<file path="src/rtl/rom_dump_uart.sv">
// Sweeps every ROM address, samples data after a settle time, and streams "AAA DD\r\n" per address over 8N1 UART.
// Latency: first start bit SETTLE_CYCLES+1 cycles after busy rises; no backpressure, and start edges are ignored while busy.
module rom_dump_uart #(
    parameter int ADDRESS_WIDTH = 9,
    parameter int DATA_WIDTH    = 8,
    parameter int BAUD_DIVISOR  = 434,
    parameter int SETTLE_CYCLES = 16
) (
    input  logic                     clk,
    input  logic                     reset_n,
    input  logic                     start,
    input  logic [DATA_WIDTH-1:0]    data_line_in,
    output logic [ADDRESS_WIDTH-1:0] address_line,
    output logic                     uart_tx,
    output logic                     busy,
    output logic                     done
);

    localparam int BW = (BAUD_DIVISOR > 1) ? $clog2(BAUD_DIVISOR) : 1;
    localparam int SW = $clog2(SETTLE_CYCLES + 1);
    localparam logic [ADDRESS_WIDTH-1:0] LAST_ADDR = '1;

    typedef enum logic [2:0] {IDLE, SETTLE, SAMPLE, SEND, DONE} state_t;

    state_t                   state_q;
    logic                     start_s1_q, start_s2_q, start_s3_q;
    logic [ADDRESS_WIDTH-1:0] addr_q;
    logic [7:0]               data_q;
    logic [SW-1:0]            settle_q;
    logic [BW-1:0]            baud_q;
    logic [3:0]               bit_q;
    logic [2:0]               char_q;
    logic                     tx_q, busy_q, done_q;

    logic                     start_edge;
    logic [11:0]              addr12;
    logic [7:0]               char_d;

    function automatic logic [7:0] hex_ascii(input logic [3:0] n);
        return (n < 4'd10) ? (8'h30 + {4'h0, n}) : (8'h37 + {4'h0, n});
    endfunction

    assign start_edge = start_s2_q & ~start_s3_q;
    assign addr12     = 12'(addr_q);

    always_comb begin
        char_d = 8'h20;
        case (char_q)
            3'd0:    char_d = hex_ascii(addr12[11:8]);
            3'd1:    char_d = hex_ascii(addr12[7:4]);
            3'd2:    char_d = hex_ascii(addr12[3:0]);
            3'd3:    char_d = 8'h20;
            3'd4:    char_d = hex_ascii(data_q[7:4]);
            3'd5:    char_d = hex_ascii(data_q[3:0]);
            3'd6:    char_d = 8'h0D;
            3'd7:    char_d = 8'h0A;
            default: char_d = 8'h20;
        endcase
    end

    always_ff @(posedge clk or negedge reset_n) begin
        if (!reset_n) begin
            state_q    <= IDLE;
            start_s1_q <= 1'b0;
            start_s2_q <= 1'b0;
            start_s3_q <= 1'b0;
            addr_q     <= '0;
            data_q     <= '0;
            settle_q   <= '0;
            baud_q     <= '0;
            bit_q      <= '0;
            char_q     <= '0;
            tx_q       <= 1'b1;
            busy_q     <= 1'b0;
            done_q     <= 1'b0;
        end else begin
            start_s1_q <= start;
            start_s2_q <= start_s1_q;
            start_s3_q <= start_s2_q;
            done_q     <= 1'b0;
            case (state_q)
                IDLE: begin
                    if (start_edge) begin
                        addr_q   <= '0;
                        settle_q <= '0;
                        busy_q   <= 1'b1;
                        state_q  <= SETTLE;
                    end
                end
                SETTLE: begin
                    if (settle_q == SW'(SETTLE_CYCLES - 1)) begin
                        state_q <= SAMPLE;
                    end else begin
                        settle_q <= settle_q + SW'(1);
                    end
                end
                SAMPLE: begin
                    data_q  <= 8'(data_line_in);
                    tx_q    <= 1'b0;
                    baud_q  <= '0;
                    bit_q   <= '0;
                    char_q  <= '0;
                    state_q <= SEND;
                end
                SEND: begin
                    if (baud_q == BW'(BAUD_DIVISOR - 1)) begin
                        baud_q <= '0;
                        if (bit_q == 4'd9) begin
                            if (char_q == 3'd7) begin
                                settle_q <= '0;
                                if (addr_q == LAST_ADDR) begin
                                    addr_q  <= '0;
                                    done_q  <= 1'b1;
                                    state_q <= DONE;
                                end else begin
                                    addr_q  <= addr_q + ADDRESS_WIDTH'(1);
                                    state_q <= SETTLE;
                                end
                            end else begin
                                // Next start bit follows the stop bit with no idle gap.
                                char_q <= char_q + 3'd1;
                                bit_q  <= '0;
                                tx_q   <= 1'b0;
                            end
                        end else begin
                            bit_q <= bit_q + 4'd1;
                            tx_q  <= (bit_q == 4'd8) ? 1'b1 : char_d[bit_q[2:0]];
                        end
                    end else begin
                        baud_q <= baud_q + BW'(1);
                    end
                end
                DONE: begin
                    busy_q  <= 1'b0;
                    state_q <= IDLE;
                end
                default: state_q <= IDLE;
            endcase
        end
    end

    assign address_line = addr_q;
    assign uart_tx      = tx_q;
    assign busy         = busy_q;
    assign done         = done_q;

endmodule
</file>
<file path="config.mk">
export PLATFORM = sky130hd
export DESIGN_NAME = rom_dump_uart
export DESIGN_NICKNAME = d
export VERILOG_FILES = /design/src/rtl/rom_dump_uart.sv
export SDC_FILE = /design/constraint.sdc
export NUM_CORES = 1
export LEC_CHECK = 0
export CORE_UTILIZATION = 50
export CTS_CLUSTER_DIAMETER = 200
export CTS_CLUSTER_SIZE = 30
export DETAILED_ROUTE_END_ITERATION = 7
export GPL_TIMING_DRIVEN = 0
export PLACE_DENSITY = 0.79
export SLEW_MARGIN = 20
export SYNTH_ARGS = -nofsm -noshare
export SYNTH_HDL_FRONTEND = slang
export SYNTH_SLANG_ARGS = --single-unit
</file>
<file path="constraint.sdc">
create_clock -name clk -period 6.17 [get_ports clk]
set_input_delay 1.851 -clock clk [delete_from_list [all_inputs] [get_ports clk]]
set_output_delay 1.851 -clock clk [all_outputs]
set_load 0.03 [all_outputs]
</file>
==> metrics.md, run 1 <==
| Metric | Value |
|---|---|
| WP buf/inv | `1` |
| CTS clk-pin slew, worst paths | `about 0.090 ns` |
| Placement Cell Area | `roughly 3300 um2` |
| Routed via count | `between 2000 and 3000` |
| Reg area | `roughly 1200 um2` |
| Clk root buf | `clkbuf_8` |
| Synth Net Count | `around 370` |
| Initial antenna violation count | `0` |
| Fin crit share | `a little under three fifths` |
| Synthesized-area fraction occupied by and/or/nand/nor cells | `21.8%` |
| Overflow after GRT | `0` |
| Routed length per placed instance | `15.1 um` |
| Slowest CP cell | `clkdlybuf4s50_1` |
| CP Class | `reg -> out` |
| # DRC | `0` |
| Max Slew Vio Count | `0` |
| Initial core utilization | `52.9%` |
| RSZ-0062 raised after global routing | `false` |
| Number of flops mapped to enable cells by yosys | `0` |
| Setup total negative slack | `0 ns` |
| Vias per inst | `about 6` |
| Std-Cell Rows | `27` |
| Global-route wire length before repair | `roughly 11 mm` |
| Hold_buf cts | `0` |
| Die width | `between 70 and 80 um` |
| Compound-Gate Fraction of Synth Area | `between 20% and 30%` |
| Synthesized flop and latch total | `47` |
| Commonest cells after routing, fill and taps aside | `46 x dfrtp_1, 38 x nand2_1, 32 x o21ai_0, 21 x clkdlybuf4s50_1` |
| Crit start category | `flip-flop` |
| I/O Pins | `23` |
| Final Hold Violating Endpoints | `0` |
| Multi-input combinational cell area | `1660 um2` |
| Routed WL | `6.65 mm` |
| XOR/XNOR share of the synthesized area | `~2.4%` |
| Clock buffer depth | `2` |
| Main combinational cell family by area after synthesis | `compound AO/OA/AOI/OAI gates` |
| Tmin final | `3.41 ns` |
| Maximum VDD drop | `approximately 0.18 mV` |
| Share of cells above drive strength 1 | `about 6.5%` |
| DP HPWL | `between 4 and 5 mm` |
| Fillcell total | `around 490` |
| CP Data Arrival Time | `approximately 1.6 ns` |
| H-tree Lvls | `2` |
| Mux share of post-synthesis cell area | `under 10%` |
| Vias in the first global route | `2424` |
| DR iter-0 viols | `approximately 170` |
| Avg Cell Area, Syn | `a little under 9 um2` |
| CP Max Fanout | `10` |
| Clock Skew | `0.00939 ns` |
| Tightest Pin Transition | `around 0.73 ns` |
| Status | `completed` |
| Die H | `about 80 um` |
| Nets | `around 400` |
| Later-pin clock latency in the skew report | `a little over 0.3 ns` |
| FF-to-FF setup slack | `3.46 ns` |
| PostCTS Resize Cnt | `0` |
| Worst EP required | `4.32 ns` |
| Worst slew margin | `between 50% and 60%` |
| Overall power | `slightly above 1 mW` |
| Post-CTS Setup Inserts | `0` |
| First-pass DRT Iterations | `4` |
| Num CTS Buffers | `5` |
| Critical path, cell by cell | `clkdlybuf4s50_1` |
| Max Cap Viol | `0` |
| Finished layout cell area | `3410 um2` |
| Total Die Area | `6250 um2` |
| Synthesized cell area | `around 3000 um2` |
| Hold Path Class | `reg -> reg` |
| Antenna viol nets, final | `0` |
| Final core utilization | `about 61%` |
| FFs w/ async S/R, synth | `100%` |
| Ys Warns | `0` |
| Critical path's largest stage delay | `~0.73 ns` |
| Post-synthesis cell count | `roughly 340` |
| Port Buffer Count | `22` |
| Final setup fails | `0` |
| Lkg Pwr | `between 1 and 1.5 nW` |
| Max frequency | `slightly below 300 MHz` |
| Largest net degree at the start of global routing | `33` |
| PD cells | `between 200 and 300 nW/um2` |
| Commonest non-fill, non-tap cell in the layout | `dfrtp_1` |
| Cell family with the largest share of critical-path delay | `buffers and inverters` |
| Adder-Cell Fraction of Synth Area | `slightly above 7%` |
| Syn-to-layout area delta | `14.9%` |
| # diodes | `0` |
| Synth Flop Type | `dfrtp_1` |
| Core area | `roughly 5600 um2` |
| Critical path capture point type | `output port` |
| Seq/Total Area, Yosys | `between 30% and 40%` |
| Clock sinks | `47` |
| GPL Wtd Cong | `0.911` |
| GRT Overall Usage | `around 22%` |
| CTS tree | `built` |
| Synth cell types | `55` |
Yosys cell counts, types with 3 or more instances:
cell | count | share of area [%]
mux2_2 | 6 | 2.3
clkbuf_1 | 13 | 1.6
a21oi_1 | 20 | 3.4
nand4_1 | 3 | 0.63
o21ai_0 | 32 | 5.4
and4b_1 | 3 | 1.0
a31oi_1 | 4 | 0.84
xnor2_1 | 4 | 1.2
o21ai_1 | 10 | 1.7
ha_1 | 17 | 7.2
nor2b_1 | 6 | 1.3
o22ai_1 | 3 | 0.63
xor2_1 | 4 | 1.2
o211ai_1 | 4 | 1.0
nand2b_1 | 9 | 1.9
o31ai_1 | 3 | 0.76
nand2_1 | 38 | 4.8
dfrtp_1 | 46 | 39
and3_1 | 11 | 2.3
a211o_1 | 3 | 0.89
inv_1 | 19 | 2.4
nor2_1 | 20 | 2.5
nand3_1 | 6 | 1.0
a211oi_1 | 5 | 1.3
nor3_1 | 8 | 1.3
registers in the layout (all words and copies together) (netlist names), 3 cells and up:
register	count
address_line	9
baud_q	9
data_q	8
settle_q	5
bit_q	4
char_q	3
state_q	3
per-layer routing:
metal	share of wire, %	wire [um]	global-route usage, %	up-vias
li1	-	-	-	1284
met1	44	2920	27.2	1278
met2	50	3320	38.4	82
met3	4.5	300	3.79	12
met4	1.7	113	7.64	0
met5	0	0	0	-
power breakdown:
group	internal [mW]	switching (mW)
registers	0.365	0.0586
logic	0.150	0.210
clock network	0.131	0.105
stage by stage:
step                      std cells  setup slack, ns  hold WS, ns
after floorplan                 338             3.72        0.331
final                           441             2.76        0.357
after detailed placement        433             3.11        0.340
after global routing            441             2.71        0.362
after global placement          432             1.90        0.337
after CTS                       441             2.76        0.361
cell families (layout without fill, tap and decap cells):
group	count (synthesis)	count (layout)
XOR/XNOR	8	8
AO/OA/AOI/OAI	104	104
AND/OR/NAND/NOR	121	121
flip-flops	47	47
multiplexers	7	7
buffers and inverters	34	65
adder cells (fa/ha/maj)	17	17
worst register-to-register path, cell delays in order, from the launching register on:
cell      delay (ns)
dfrtp_1         0.44
clkbuf_1        0.39
inv_1           0.16
ha_1            0.24
or4_1           0.49
a21oi_1         0.30
o21ai_0         0.16
o21a_1          0.13
nor3_1          0.22
o31ai_1         0.11
worst paths after layout:
path | from | end | cells after the start
worst max-delay path | address_line[5] | address_line[5] | 1
min in group asynchronous | reset_n | address_line[0] | 1
max in group asynchronous | reset_n | char_q[0] | 2
worst min register to register | start_s1_q | start_s2_q | 0
worst max register to register | char_q[2] | uart_tx | 9
worst min-delay path | start_s1_q | start_s2_q | 0
layout make-up:
class,instances,share of cell area (%)
clock buffer,6,2.42
inverter,19,2.09
sequential,47,34.5
multi-input combinational,257,48.5
timing repair buffer,23,6.90
tap,72,2.64
buffer,15,1.87
clock inverter,2,1.03
Power figures use the tool's default switching activity.
==> inputs of run 2 (changes only) <==
- PLACE_DENSITY: 0.79 -> 0.82
- clock period: 6.17 -> 3.1 ns (I/O delays scaled with it)
==> metrics.md, run 2 (synthesis results as in run 1) <==
| Metric | Value |
|---|---|
| First-pass DRT Iterations | `4 (unchanged)` |
| Clock sinks | `47 (unchanged)` |
| Global-route wire length before repair | `11.0 mm (was 10.8 mm)` |
| Routed length per placed instance | `14.8 um (was 15.1 um)` |
| Clock Skew | `0.00716 ns (was 0.00939 ns)` |
| Total Die Area | `6250 um2 (unchanged)` |
| Port Buffer Count | `22 (unchanged)` |
| Max Cap Viol | `0 (unchanged)` |
| Worst slew margin | `55.6% (was 50.8%)` |
| Final Hold Violating Endpoints | `0 (unchanged)` |
| Initial antenna violation count | `0 (unchanged)` |
| Overall power | `2.02 mW (was 1.02 mW)` |
| H-tree Lvls | `2 (unchanged)` |
| Fin crit share | `between 80% and 90%` |
| Crit start category | `flip-flop (unchanged)` |
| Final non-filler cell total | `440 (was 441)` |
| Num CTS Buffers | `5 (unchanged)` |
| Hold_sp | `start_s1_q (unchanged)` |
| Commonest non-fill, non-tap cell in the layout | `dfrtp_1 (unchanged)` |
| Initial core utilization | `52.9% (unchanged)` |
| Max frequency | `around 370 MHz` |
| PostCTS Resize Cnt | `0 (unchanged)` |
| Later-pin clock latency in the skew report | `0.31 ns (about the same)` |
| Vias in the first global route | `2508 (was 2424)` |
| Tmin final | `roughly 2.7 ns` |
| Post-CTS Setup Inserts | `0 (unchanged)` |
| Multi-input combinational cell area | `1660 um2 (unchanged)` |
| WHS Endpoint | `start_s2_q (unchanged)` |
| Vias per inst | `5.92 (was 6.02)` |
| CTS clk-pin slew, worst paths | `0.09 ns (about the same)` |
| Std-Cell Rows | `27 (unchanged)` |
| Largest net degree at the start of global routing | `33 (unchanged)` |
| Worst EP required | `3.32 ns (was 4.32 ns)` |
| Final core utilization | `60.6% (was 60.8%)` |
| RSZ-0062 raised after global routing | `false (unchanged)` |
| Die width | `79.0 um (unchanged)` |
| Antenna viol nets, final | `0 (unchanged)` |
| PD cells | `593 nW/um2 (was 299 nW/um2)` |
| Status | `completed (unchanged)` |
| R2R cell count | `9 (unchanged)` |
| Overflow after GRT | `0 (unchanged)` |
| CP Data Arrival Time | `2.94 ns (was 1.56 ns)` |
| Fillcell total | `508 (was 488)` |
| Hold path cells | `0 (unchanged)` |
| CTS tree | `built (unchanged)` |
| Critical path capture point type | `flip-flop (was output port)` |
| GPL Wtd Cong | `0.924 (was 0.911)` |
| Core area | `5610 um2 (unchanged)` |
| Routed WL | `6.52 mm (was 6.65 mm)` |
| # diodes | `0 (unchanged)` |
| R2R Path Start | `char_q[2] (unchanged)` |
| Clock buffer depth | `2 (unchanged)` |
| Reg-to-Reg End | `uart_tx (unchanged)` |
| Reg area | `1180 um2 (unchanged)` |
| Commonest cells after routing, fill and taps aside | `46 x dfrtp_1, 38 x nand2_1, 32 x o21ai_0, 21 x clkdlybuf4s50_1 (unchanged)` |
| Tightest Pin Transition | `0.657 ns (was 0.728 ns)` |
| Placed insts | `433 (unchanged)` |
| Syn-to-layout area delta | `14.5% (was 14.9%)` |
| Lkg Pwr | `1.42 nW (was 1.43 nW)` |
| FF-to-FF setup slack | `0.38 ns (was 3.46 ns)` |
| Routed via count | `2606 (was 2656)` |
| # DRC | `0 (unchanged)` |
| Hold Path Class | `reg -> reg (unchanged)` |
| Share of cells above drive strength 1 | `6.25% (was 6.50%)` |
| I/O Pins | `23 (unchanged)` |
| DR iter-0 viols | `178 (was 167)` |
| Die H | `79.0 um (unchanged)` |
| CP Max Fanout | `10 (unchanged)` |
| Clk root buf | `clkbuf_8 (unchanged)` |
| Hold_buf cts | `0 (unchanged)` |
| DP HPWL | `4.76 mm (was 4.86 mm)` |
| CP Class | `reg -> reg (was reg -> out)` |
| Maximum VDD drop | `0.360 mV (was 0.183 mV)` |
| Max Slew Vio Count | `0 (unchanged)` |
| GRT Overall Usage | `22.3% (was 22.0%)` |
| Final setup fails | `0 (unchanged)` |
| Nets | `396 (unchanged)` |
## run 2: layout make-up
| cell class | instances | share of cell area (%) |
|---|---|---|
| timing repair buffer | 23 | 6.92 |
| tap | 72 | 2.65 |
| sequential | 47 | 34.6 |
| inverter | 19 | 2.10 |
| multi-input combinational | 257 | 48.7 |
| clock buffer | 5 | 2.02 |
| clock inverter | 2 | 1.10 |
| buffer | 15 | 1.88 |
## run 2: routing by layer
metal / routed length (um) / vias to the layer above / GRT usage [%]
met5: 0 / - / 0
met4: 126 / 0 / 7.45
met3: 259 / 13 / 5.75
met2: 3240 / 64 / 37.7
met1: 2900 / 1253 / 27.6
li1: - / 1276 / -
## run 2: metrics by stage
stage	setup WS, ns	hold slack, ns	instance area (um2)	TNS [ns]
2_1_floorplan	0.673	0.331	2970	0
3_3_place_gp	-0.193	0.335	3280	-8.74
3_5_place_dp	0.457	0.346	3290	0
4_1_cts	0.414	0.367	3400	0
5_1_grt	0.182	0.375	3400	0
6_report	0.382	0.364	3400	0
## run 2: worst max-delay path by stage
| stage | from | to | slack (ns) | cells past startpoint |
|---|---|---|---|---|
| global route | char_q[2] | uart_tx | 0.18 | 9 |
| global placement | reset_n | baud_q[5] | -0.19 | 1 |
| floorplan | address_line[0] | address_line[7] | 0.67 | 10 |
| detailed placement | char_q[2] | uart_tx | 0.46 | 9 |
| CTS | char_q[2] | uart_tx | 0.41 | 9 |
| finish | char_q[2] | uart_tx | 0.38 | 9 |
## run 2: power by group
part | switching (mW) | internal, mW
combinational | 0.414 | 0.298
clock | 0.220 | 0.236
sequential | 0.120 | 0.727
## run 2: critical path: stages, from the launching register on
cell	delay (ns)
dfrtp_1	0.44
clkbuf_1	0.37
inv_1	0.16
ha_1	0.25
or4_1	0.50
a21oi_1	0.29
a21oi_1	0.14
o211ai_1	0.10
a41oi_1	0.14
o31ai_1	0.23
==> inputs of run 3 (changes only) <==
- CAP_MARGIN: default -> 20
- CELL_PAD_IN_SITES_DETAIL_PLACEMENT: default -> 1
- CELL_PAD_IN_SITES_GLOBAL_PLACEMENT: default -> 1
- CORE_MARGIN: default -> 2
- CORE_UTILIZATION: 50 -> 40
- PLACE_DENSITY: 0.82 -> 0.84
==> metrics.md, run 3 (synthesis results as in run 1) <==
| Metric | Value |
|---|---|
| Slowest CP cell | `or4_1 (unchanged)` |
| Vias in the first global route | `2754 (was 2508)` |
| Initial antenna violation count | `0 (unchanged)` |
| Placed insts | `460 (was 433)` |
| Global-route wire length before repair | `13.4 mm (was 11.0 mm)` |
| CTS tree | `built (unchanged)` |
| Largest net degree at the start of global routing | `32 (was 33)` |
| Fillcell total | `884 (was 508)` |
| Final Hold Violating Endpoints | `0 (unchanged)` |
| Core area | `7210 um2 (was 5610 um2)` |
| Critical path capture point type | `flip-flop (unchanged)` |
| # DRC | `0 (unchanged)` |
| First-pass DRT Iterations | `4 (unchanged)` |
| Final setup fails | `0 (unchanged)` |
| Die H | `90.1 um (was 79.0 um)` |
| Finished layout cell area | `3420 um2 (was 3400 um2)` |
| R2R Path Start | `char_q[2] (unchanged)` |
| Commonest non-fill, non-tap cell in the layout | `dfrtp_1 (unchanged)` |
| Max Cap Viol | `0 (unchanged)` |
| Most frequent cell on the critical path | `a21oi_1 (unchanged)` |
| Seq pwr share | `42.9% (was 42.0%)` |
| PD cells | `578 nW/um2 (was 593 nW/um2)` |
| CP Data Arrival Time | `3.03 ns (was 2.94 ns)` |
| Clock share of power | `19.2% (was 22.6%)` |
| H-tree Lvls | `2 (unchanged)` |
| Hold_buf cts | `0 (unchanged)` |
| Total Die Area | `8120 um2 (was 6250 um2)` |
| Worst setup path endpoint | `uart_tx (unchanged)` |
| Crit start category | `flip-flop (unchanged)` |
| Final non-filler cell total | `468 (was 440)` |
| GPL Wtd Cong | `0.902 (was 0.924)` |
| Overall power | `1.97 mW (was 2.02 mW)` |
| Pre-CTS setup slack | `0.372 ns (was 0.457 ns)` |
| # diodes | `0 (unchanged)` |
| Share of cells above drive strength 1 | `6.50% (was 6.25%)` |
| Sw frac | `40.0% (was 37.4%)` |
| Fin crit share | `90.7% (was 87.7%)` |
| Later-pin clock latency in the skew report | `0.30 ns (was 0.31 ns)` |
| CP Max Fanout | `10 (unchanged)` |
| Setup WS post-layout | `0.288 ns (was 0.382 ns)` |
| Max frequency | `356 MHz (was 368 MHz)` |
| Post-CTS Setup Inserts | `0 (unchanged)` |
| CTS clk-pin slew, worst paths | `0.09 ns (about the same)` |
| Routed via count | `2608 (was 2606)` |
| Critical path, cell by cell | `clkbuf_1 > inv_1 > ha_1 > or4_1 > a21oi_1 > a21oi_1 > o211ai_1 > a41oi_1 > o31ai_1 (unchanged)` |
| Routed WL | `7.69 mm (was 6.52 mm)` |
| Clock Skew | `0.00594 ns (was 0.00716 ns)` |
| P_int | `1.19 mW (was 1.26 mW)` |
| Syn-to-layout area delta | `15.1% (was 14.5%)` |
| GRT Overall Usage | `19.9% (was 22.3%)` |
| FF-to-FF setup slack | `0.29 ns (was 0.38 ns)` |
| Vias per inst | `5.57 (was 5.92)` |
| R2R cell count | `9 (unchanged)` |
| Hold Path Class | `reg -> reg (unchanged)` |
| Die width | `90.1 um (was 79.0 um)` |
| Nets | `396 (unchanged)` |
| Status | `completed (unchanged)` |
| I/O Pins | `23 (unchanged)` |
| Clock sinks | `47 (unchanged)` |
| Switching Power | `0.789 mW (was 0.754 mW)` |
| Std-Cell Rows | `31 (was 27)` |
| Critical path's largest stage delay | `0.49 ns (was 0.50 ns)` |
| Tightest Pin Transition | `0.645 ns (was 0.657 ns)` |
| Max Slew Vio Count | `0 (unchanged)` |
| Maximum VDD drop | `0.339 mV (was 0.360 mV)` |
| Antenna viol nets, final | `0 (unchanged)` |
| Placement Cell Area | `3330 um2 (was 3290 um2)` |
| PostCTS Resize Cnt | `0 (unchanged)` |
| Reg-to-Reg End | `uart_tx (unchanged)` |
| Initial core utilization | `41.1% (was 52.9%)` |
| Num CTS Buffers | `5 (unchanged)` |
| Proportion of power drawn by combinational gates | `37.9% (was 35.4%)` |
| Routed length per placed instance | `16.4 um (was 14.8 um)` |
| Clk root buf | `clkbuf_8 (unchanged)` |
| RSZ-0062 raised after global routing | `false (unchanged)` |
| Commonest cells after routing, fill and taps aside | `46 x dfrtp_1, 38 x nand2_1, 32 x o21ai_0, 21 x clkdlybuf4s50_1 (unchanged)` |
| Crit path from | `char_q[2] (unchanged)` |
| Clock buffer depth | `2 (unchanged)` |
| Worst EP required | `3.32 ns (about the same)` |
| Lkg Pwr | `1.41 nW (was 1.42 nW)` |
| DP HPWL | `5.80 mm (was 4.76 mm)` |
| Overflow after GRT | `0 (unchanged)` |
| DR iter-0 viols | `101 (was 178)` |
| Port Buffer Count | `22 (unchanged)` |
| Worst slew margin | `56.4% (was 55.6%)` |
| Tmin final | `2.81 ns (was 2.72 ns)` |
| Final hold slack | `0.358 ns (was 0.364 ns)` |
| CP Class | `reg -> reg (unchanged)` |
==> run 3: cell count changes in the layout (fill, tap and decap cells not counted), sizes merged <==
| cell | before | now |
|---|---|---|
| bufinv | 1 | 0 |
| clkinv | 0 | 1 |
| clkinvlp | 1 | 2 |
==> run 3: cell type report <==
type / instances / area (um2) / area share [%]
Multi-Input combinational cell: 257 / 1660 / 48.5
Tap cell: 99 / 124 / 3.63
Sequential cell: 47 / 1180 / 34.5
Inverter: 19 / 71.3 / 2.09
Timing Repair Buffer: 23 / 235 / 6.89
Clock buffer: 5 / 68.8 / 2.01
Buffer: 15 / 63.8 / 1.87
Clock inverter: 3 / 20.0 / 0.586
==> run 3: worst min-delay path by stage <==
| stage | startpoint | endpoint | slack, ns | depth (start not counted) |
|---|---|---|---|---|
| 3_3_place_gp | start_s1_q | start_s2_q | 0.34 | 0 |
| 6_report | start_s1_q | start_s2_q | 0.36 | 0 |
| 2_1_floorplan | start_s1_q | start_s2_q | 0.33 | 0 |
| 4_1_cts | start_s1_q | start_s2_q | 0.36 | 0 |
| 5_1_grt | start_s1_q | start_s2_q | 0.38 | 0 |
| 3_5_place_dp | start_s1_q | start_s2_q | 0.34 | 0 |
==> run 3: power by group through the flow <==
| stage | clock, mW | combinational, mW | sequential [mW] |
|---|---|---|---|
| 6_report | 0.378 | 0.748 | 0.848 |
| 5_1_grt | 0.417 | 0.851 | 0.873 |
| 4_1_cts | 0.396 | 0.754 | 0.848 |
| 3_5_place_dp | 0 | 0.748 | 0.858 |
| 3_3_place_gp | 0 | 0.698 | 0.848 |
| 2_1_floorplan | 0 | 0.539 | 0.828 |
==> run 3: per-layer routing <==
layer | global-route usage, % | wire, um | up-vias
li1 | - | - | 1269
met1 | 25.6 | 3480 | 1291
met2 | 35.0 | 3880 | 40
met3 | 3.44 | 223 | 8
met4 | 5.00 | 108 | 0
met5 | 0 | 0 | -
==> run 3: critical path, delay by kind of cell, from the launching register on <==
| family | cells | cell delay [ns] |
|---|---|---|
| AO/OA/AOI/OAI | 5 | 0.95 |
| buffers and inverters | 2 | 0.59 |
| AND/OR/NAND/NOR | 1 | 0.49 |
| flip-flops | 1 | 0.45 |
| adder cells (fa/ha/maj) | 1 | 0.24 |
==> run 3: through the flow <==
step	utilization, %	TNS, ns
after floorplan	-	0
after CTS	47.3	0
after global routing	47.3	0
final	47.3	0
after detailed placement	46.1	0
after global placement	45.9	-15.00
